==> src/rtl/gamma_cycle_encoder.sv <==
// Gamma-cycle temporal encoder: maps intensities to spike times and runs
// the per-cycle time counter, with one shadow vector buffered ahead.
`ifndef LOG_TIME_PERIOD
`define LOG_TIME_PERIOD 3
`endif

module gamma_cycle_encoder #(
    parameter int N_INPUTS    = 8,
    parameter int INTENSITY_W = 8,
    parameter int NULL_THRESH = 16
) (
    input  logic                                   clk,
    input  logic                                   rst_n,
    input  logic                                   in_valid,
    output logic                                   in_ready,
    input  logic [N_INPUTS*INTENSITY_W-1:0]        in_intensity,
    input  logic                                   pause,
    output logic [`LOG_TIME_PERIOD:0]              time_val,
    output logic [N_INPUTS*`LOG_TIME_PERIOD-1:0]   spike_time,
    output logic [N_INPUTS-1:0]                    should_spike,
    output logic                                   cycle_active,
    output logic                                   cycle_done
);

    localparam int L = `LOG_TIME_PERIOD;
    localparam int W = INTENSITY_W;
    localparam int N = N_INPUTS;

    localparam logic [L:0] TP_V  = {1'b1, {L{1'b0}}};
    localparam logic [W:0] THR_V = NULL_THRESH[W:0];

    typedef enum logic [1:0] {
        S_IDLE,
        S_RUN,
        S_DONE
    } state_e;

    state_e         state_q, state_d;
    logic [L:0]     time_q, time_d;
    logic           shadow_full_q, shadow_full_d;
    logic [N*L-1:0] shadow_st_q;
    logic [N-1:0]   shadow_ss_q;
    logic [N*L-1:0] act_st_q;
    logic [N-1:0]   act_ss_q;

    logic [N*L-1:0] enc_st;
    logic [N-1:0]   enc_ss;
    logic [W-1:0]   inv;
    logic [W-1:0]   ch;
    logic           accept;
    logic           load;

    // Brighter channels get a smaller inverted value, hence an earlier spike.
    always_comb begin
        enc_st = '0;
        enc_ss = '0;
        inv    = '0;
        ch     = '0;
        for (int i = 0; i < N; i++) begin
            ch                = in_intensity[i*W +: W];
            inv               = ~ch;
            enc_st[i*L +: L]  = inv[W-1 -: L];
            enc_ss[i]         = ({1'b0, ch} < THR_V);
        end
    end

    assign accept = in_valid & ~shadow_full_q;

    always_comb begin
        state_d = state_q;
        time_d  = time_q;
        load    = 1'b0;
        unique case (state_q)
            S_IDLE: begin
                time_d = '0;
                if (shadow_full_q) begin
                    load    = 1'b1;
                    state_d = S_RUN;
                end
            end
            S_RUN: begin
                if (!pause) begin
                    if (time_q == TP_V) begin
                        state_d = S_DONE;
                    end else begin
                        time_d = time_q + 1'b1;
                    end
                end
            end
            S_DONE: begin
                time_d = '0;
                if (shadow_full_q) begin
                    load    = 1'b1;
                    state_d = S_RUN;
                end else begin
                    state_d = S_IDLE;
                end
            end
            default: begin
                state_d = S_IDLE;
                time_d  = '0;
            end
        endcase
    end

    // Accept and load are exclusive since accept requires an empty shadow.
    always_comb begin
        shadow_full_d = shadow_full_q;
        if (accept) begin
            shadow_full_d = 1'b1;
        end else if (load) begin
            shadow_full_d = 1'b0;
        end
    end

    always_ff @(posedge clk or negedge rst_n) begin
        if (!rst_n) begin
            state_q       <= S_IDLE;
            time_q        <= '0;
            shadow_full_q <= 1'b0;
            shadow_st_q   <= '0;
            shadow_ss_q   <= '1;
            act_st_q      <= '0;
            act_ss_q      <= '1;
        end else begin
            state_q       <= state_d;
            time_q        <= time_d;
            shadow_full_q <= shadow_full_d;
            if (accept) begin
                shadow_st_q <= enc_st;
                shadow_ss_q <= enc_ss;
            end
            if (load) begin
                act_st_q <= shadow_st_q;
                act_ss_q <= shadow_ss_q;
            end
        end
    end

    assign in_ready     = ~shadow_full_q;
    assign time_val     = time_q;
    assign spike_time   = act_st_q;
    assign cycle_active = (state_q == S_RUN);
    assign cycle_done   = (state_q == S_DONE);
    assign should_spike = (state_q == S_RUN) ? act_ss_q : '1;

endmodule

==> config.mk <==
export PLATFORM = sky130hd
export DESIGN_NAME = gamma_cycle_encoder
export DESIGN_NICKNAME = d
export VERILOG_FILES = /design/src/rtl/gamma_cycle_encoder.sv
export SDC_FILE = /design/constraint.sdc
export NUM_CORES = 1
export LEC_CHECK = 0
export CELL_PAD_IN_SITES_DETAIL_PLACEMENT = 0
export CELL_PAD_IN_SITES_GLOBAL_PLACEMENT = 1
export CORE_MARGIN = 3
export CORE_UTILIZATION = 34
export DETAILED_ROUTE_END_ITERATION = 8
export PLACE_DENSITY_LB_ADDON = 0.1
export SLEW_MARGIN = 10
export SYNTH_ARGS = -nofsm -noshare
export SYNTH_HDL_FRONTEND = slang
export SYNTH_SLANG_ARGS = --single-unit
==> constraint.sdc <==
create_clock -name clk -period 1.8 [get_ports clk]
set_clock_uncertainty 0.15 [all_clocks]
set_input_delay 0.36 -clock clk [delete_from_list [all_inputs] [get_ports clk]]
set_output_delay 0.36 -clock clk [all_outputs]
set_load 0.005 [all_outputs]
[After elaboration in Yosys (flattened, before gate mapping)]
Cells that the tools add are included.
Cells by class
  add/subtract/negate cells: 1
  multipliers: 0
  divide/modulo/power cells: 0
  magnitude comparators: 8
  equality and inequality tests: 7
  shift operators: 0
  mux-type cells: 13
  bitwise logic cells: 10
  reduce and logical (&&, ||, !) cells: 5
Operators by type and width (count)
  8-bit by 5-bit less-than comparator with 1-bit output, second input constant: 8
  8-bit inverter: 8
  4-bit two-way mux: 3
  8-bit two-way mux: 1
  2-bit two-way mux: 3
  2-bit inequality test, second input constant: 3
  2-bit case mux with 3 select lines: 1
  1-bit two-way mux: 5
  4-bit by 1-bit adder with 4-bit output, second input constant: 1
  4-bit equality test, second input constant: 1
  3-bit AND reduction: 1
  2-bit by 1-bit equality test with 1-bit output, second input constant: 1
  2-bit equality test, second input constant: 1
  2-bit zero test: 1
  2-bit by 1-bit inequality test with 1-bit output, second input constant: 1
  2-bit AND reduction: 1
  2-bit nonzero test: 1
  2-bit OR reduction: 1
  1-bit AND: 1
  1-bit inverter: 1
Storage, ports and cells
  flip-flop bits (word level): 71
  bits in latches: 0
  memory bits (writable): 0
  bits in read-only memories: 0
  bits of input ports: 68
  output and inout port bits: 39
  memories kept: 0

[Depth between registers and ports, before layout]
  depth in word-level cells: 5
  mapped depth: 5
  gate-level depth less buffers: 5

[Least setup slack after synthesis]
Ideal clock, no wire load.
  path kind: flip-flop to flip-flop
  from: register time_q[0], in the netlist time_val[0]
  to: register time_q[0], in the netlist time_val[0]
  data arrival time: 1.261 ns
  required time: 1.572 ns
  path slack: 0.311 ns
  cell stages (with the launch flop): 6
  clock period less this slack: 1.489 ns
  path through: dfrtp_1 -> inv_1 -> ha_1 -> and3b_1 -> or3_1 -> a21oi_1
Between the ends
  longest elaborated chain between the ends: 4
  elaborated cells between the ends (all ways): 7
  those cells by class: add/sub (1); eq/ne (2); mux (3); reduce/logical (1)
RTL lines
  start, declared: RTL line 39  | logic [L:0] time_q, time_d;
  start signal, assigned: RTL line 127  | time_q <= time_d;
  4-bit by 1-bit adder with 4-bit output: RTL line 86  | time_d = time_q + 1'b1;
  4-bit two-way mux: RTL line 83  | if (time_q == TP_V) begin
  4-bit two-way mux: RTL line 82  | if (!pause) begin
  4-bit two-way mux: RTL line 73  | unique case (state_q)
Several ways; a longest one is shown, not always the timed one. The select of a mux whose other input is x is not followed.
A chain may end at the register's enable or synchronous reset.

[Worst setup path after layout]
  from: register state_q[0]
  to: output should_spike[2]
Between the ends
  longest elaborated chain between the ends: 2
RTL lines
  start, declared: RTL line 38  | state_e state_q, state_d;
  start signal, assigned: RTL line 126  | state_q <= state_d;
  2-bit by 1-bit equality test with 1-bit output: RTL line 145  | assign should_spike = (state_q == S_RUN) ? act_ss_q : '1;
  8-bit two-way mux: RTL line 145
  end, declared: RTL line 20  | output logic [N_INPUTS-1:0] should_spike,
No other way between the ends.

==> impl_metrics.sql <==
INSERT INTO impl_metrics (metric_group, metric, value, unit) VALUES
('run_status', 'outcome', 'finished with violations', ''),
('run_status', 'violations', 'negative setup slack', ''),
('timing', 'max_clock_freq', '537.1', 'MHz'),
('global_route', 'grt_start_max_net_pins', '72', ''),
('logic_synthesis', 'synth_unique_cells', '25', ''),
('global_route', 'grt_pass1_wl', '9.535', 'mm'),
('global_route', 'grt_util_all_layers', '12.77', '%'),
('timing', 'max_slew.worst_pin.slew', '0.3818', 'ns'),
('logic_synthesis', 'synthCells', '223', ''),
('detailed_routing', 'detailedRoute.firstIterationViolations', '59', ''),
('timing', 'report.final.setup_viol', '4', ''),
('floorplan', 'die_width', '96.79', 'um'),
('setup_path', 'cp_cell_sequence', 'nand2b_4 > clkinvlp_4 > buf_6 > buf_6 > nand2b_4 > buf_6', ''),
('job', 'max_cap_viol_count', '0', ''),
('logic_synthesis', 'ff_latch_count_synth', '71', ''),
('pwr', 'power-per-cell-area', '1558', 'nW/um2'),
('final_layout', 'multi_input_comb_area', '942.2', 'um2'),
('timing', 'finalMaxSlewViolations', '0', ''),
('clocking', 'numCtsBuffers', '9', ''),
('final_layout', 'finalInstanceArea', '3975', 'um2'),
('logic_synthesis', 'synth.yosys.warnings', '0', ''),
('place', 'routabilityCongestion', '0.6733', ''),
('place', 'dpl_cell_area', '3685', 'um2'),
('detailed_routing', 'wl_per_cell', '13.26', 'um'),
('logic_synthesis', 'post_synth_main_area_contributors', 'dfrtp_1 49%, dfstp_2 15%, mux2_2 12%', ''),
('pwr', 'total_leakage_power', '1.742', 'nW'),
('setup_path', 'worst_setup_path_start_kind', 'flop', ''),
('setup_path', 'critical_path_class', 'flop to primary output', ''),
('logic_synthesis', 'post_synth_instance_area', '2803', 'um2'),
('final_layout', 'nets', '388', ''),
('timing', 'rsz0062_at_grt', 'true', ''),
('final_layout', 'fillCellCount', '776', ''),
('detailed_routing', 'antenna_violating_nets_post_route', '0', ''),
('logic_synthesis', 'synthesis.nets', '293', ''),
('logic_synthesis', 'synth_top_cell_by_area', 'dfrtp_1', ''),
('timing', 'whs', '0.3265', 'ns'),
('clocking', 'tritoncts_num_sinks', '71', ''),
('clocking', 'tritoncts', 'yes', ''),
('detailed_routing', 'postRouteWirelength', '5.635', 'mm'),
('detailed_routing', 'vias_per_cell', '4.574', ''),
('final_layout', 'layout-area-overhead-vs-synth', '41.83', '%'),
('setup_path', 'endpoint_kind', 'primary output', ''),
('detailed_routing', 'drt_first_pass_iters', '4', ''),
('floorplan', 'die_height', '96.79', 'um'),
('final_layout', 'drive_gt1_share', '29.41', '%'),
('setup_path', 'critPathMaxFanout', '3', ''),
('timing', 'hold_viol_final', '0', ''),
('floorplan', 'std_cell_rows', '32', ''),
('clocking', 'clockRootBuffer', 'clkbuf_8', ''),
('floorplan', 'io_pins', '107', ''),
('clocking', 'cts-htree-levels', '3', ''),
('timing', 'timing.final.crit_share', '103.4', '%'),
('final_layout', 'ff_latch_area', '1797', 'um2'),
('place', 'place_hpwl', '3.686', 'mm'),
('place', 'place_ws', '0.01847', 'ns'),
('setup_path', 'worstPathRequired', '1.29', 'ns'),
('timing', 'max_slew_margin', '74.54', '%'),
('timing', 'final.setup.worst_slack', '-0.06181', 'ns'),
('global_route', 'grt_remaining_overflow', '0', ''),
('setup_path', 'crit_path_frequent_cell', 'buf_6', ''),
('floorplan', 'die_area', '9368', 'um2'),
('clocking', 'clkLatencyLatePin', '0.33', 'ns'),
('timing', 'min_period', '1.862', 'ns'),
('floorplan', 'area_of_the_core', '7848', 'um2'),
('detailed_routing', 'total_number_of_vias', '1944', ''),
('detailed_routing', 'drc', '0', ''),
('logic_synthesis', 'seq_area_frac_synth', '64.11', '%'),
('global_route', 'grt_pass1_vias', '1945', ''),
('pwr', 'ir_drop', '737.1', 'uV'),
('clocking', 'buffer_levels_on_the_longest_clock_path', '2', ''),
('setup_path', 'crit_slowest_cell', 'dfrtp_1', ''),
('final_layout', 'final_util', '50.65', '%'),
('setup_path', 'critical-path-max-stage-delay', '0.41', 'ns'),
('hold_path', 'hold_path.class', 'flop to flop', ''),
('logic_synthesis', 'postSynthAreaPerCell', '12.57', 'um2'),
('logic_synthesis', 'area_share_of_the_leading_cell_type_in_the_synthesized_netlist', '49.11', '%'),
('global_route', 'antenna_found_initial', '0', ''),
('final_layout', 'antenna_cells_inserted', '0', ''),
('timing', 'totalNegativeSetupSlack', '-0.1361', 'ns'),
('floorplan', 'starting_density_of_the_core', '35.71', '%'),
('setup_path', 'worst-endpoint-arrival', '1.35', 'ns'),
('clocking', 'clock_pin_slew_on_the_worst_setup_and_hold_paths', '0.07', 'ns'),
('place', 'io_buffers', '74', '');
-- kinds of logic after synthesis --
logic type / share of synthesized area (%)
AO/OA/AOI/OAI: 6.964
XOR/XNOR: 0.3126
adder cells (fa/ha/maj): 0.8927
buffers and inverters: 2.902
flip-flops: 64.11
multiplexers: 13.21
AND/OR/NAND/NOR: 11.61
-- synth_stat cells --
master	number
nand4b_1	1
nand2_1	34
buf_6	3
inv_1	3
nor3_1	1
nand3b_1	2
clkbuf_1	2
buf_2	5
nor2_4	1
mux2_2	30
nand2b_1	10
dfrtp_1	55
dfstp_2	16
a21oi_1	3
or3_1	1
nor2b_1	2
mux2_1	2
xor2_1	1
ha_1	2
and3b_1	1
o21ai_0	36
mux2i_1	1
nor2_1	2
or4_1	8
inv_2	1
-- layer usage --
metal | GRT usage [%] | part of all wire, % | vias to the layer above
li1 | - | - | 960
met1 | 15.83 | 43 | 935
met4 | 5.832 | 1.3 | 0
met2 | 20.75 | 52 | 42
met5 | 0 | 0 | -
met3 | 3.533 | 3.9 | 7
-- per-stage QoR --
| stage | instances | power (W) |
|---|---|---|
| after detailed placement | 395 | 0.005029 |
| after global routing | 425 | 0.006686 |
| after global placement | 395 | 0.004985 |
| after floorplan | 223 | 0.003736 |
| final | 425 | 0.006195 |
| after CTS | 425 | 0.006260 |
-- worst paths after layout --
check	start	to	slack (ns)	cells past startpoint
min in group asynchronous	rst_n	spike_time[1]	0.43	3
worst max-delay path	state_q[0]	should_spike[2]	-0.06	6
worst max register to register	time_val[0]	time_val[0]	0.21	6
worst min-delay path	shadow_st_q[2]	shadow_st_q[2]	0.33	2
max in group asynchronous	rst_n	act_ss_q[5]	0.71	3
worst min register to register	shadow_st_q[2]	shadow_st_q[2]	0.33	2
-- final cells by class --
class	instances	area share, %
repair inverters	1	0.1889
flip-flops and latches	71	45.20
clock buffers	13	3.997
well taps	102	3.211
repair buffers	93	22.82
multi-input cells	138	23.70
inverters	4	0.4407
clock inverters	3	0.4407
-- placed cells by master (no fill, tap or decap), types with 3 or more instances in the layout --
cell             instances
clkdlybuf4s50_1         62
dfrtp_1                 55
o21ai_0                 36
nand2_1                 34
mux2_2                  30
dfstp_2                 16
clkbuf_8                11
buf_4                    9
or4_1                    8
buf_6                    8
nand2b_1                 7
buf_2                    6
a21oi_1                  3
buf_12                   3
-- registers in the layout (all words and copies together) (netlist names) --
register	count
act_ss_q	8
shadow_full_q	1
shadow_ss_q	8
shadow_st_q	24
spike_time	24
state_q	2
time_val	4
-- report_power, final --
group | switching (W) | internal [W]
Sequential | 0.000318 | 0.00236
Combinational | 0.000913 | 0.00148
Clock | 0.000550 | 0.000572
-- repair_timing --
item / in CTS / in global routing
endpoints found under the hold margin: 55 / 0
hold buffers: 1 / 0
setup endpoints to repair: 15 / 8
resized for setup: 34 / 14
gates cloned: 1 / 0
buffers inserted: 12 / 3
-- worst max-delay path, delay by kind of cell (launching register included) --
kind	cells	cell delay, ns
and+or+nand+nor	2	0.16
buffers and inverters	4	0.45
DFF	1	0.41
No activity file was read; power rests on OpenSTA's default activity.
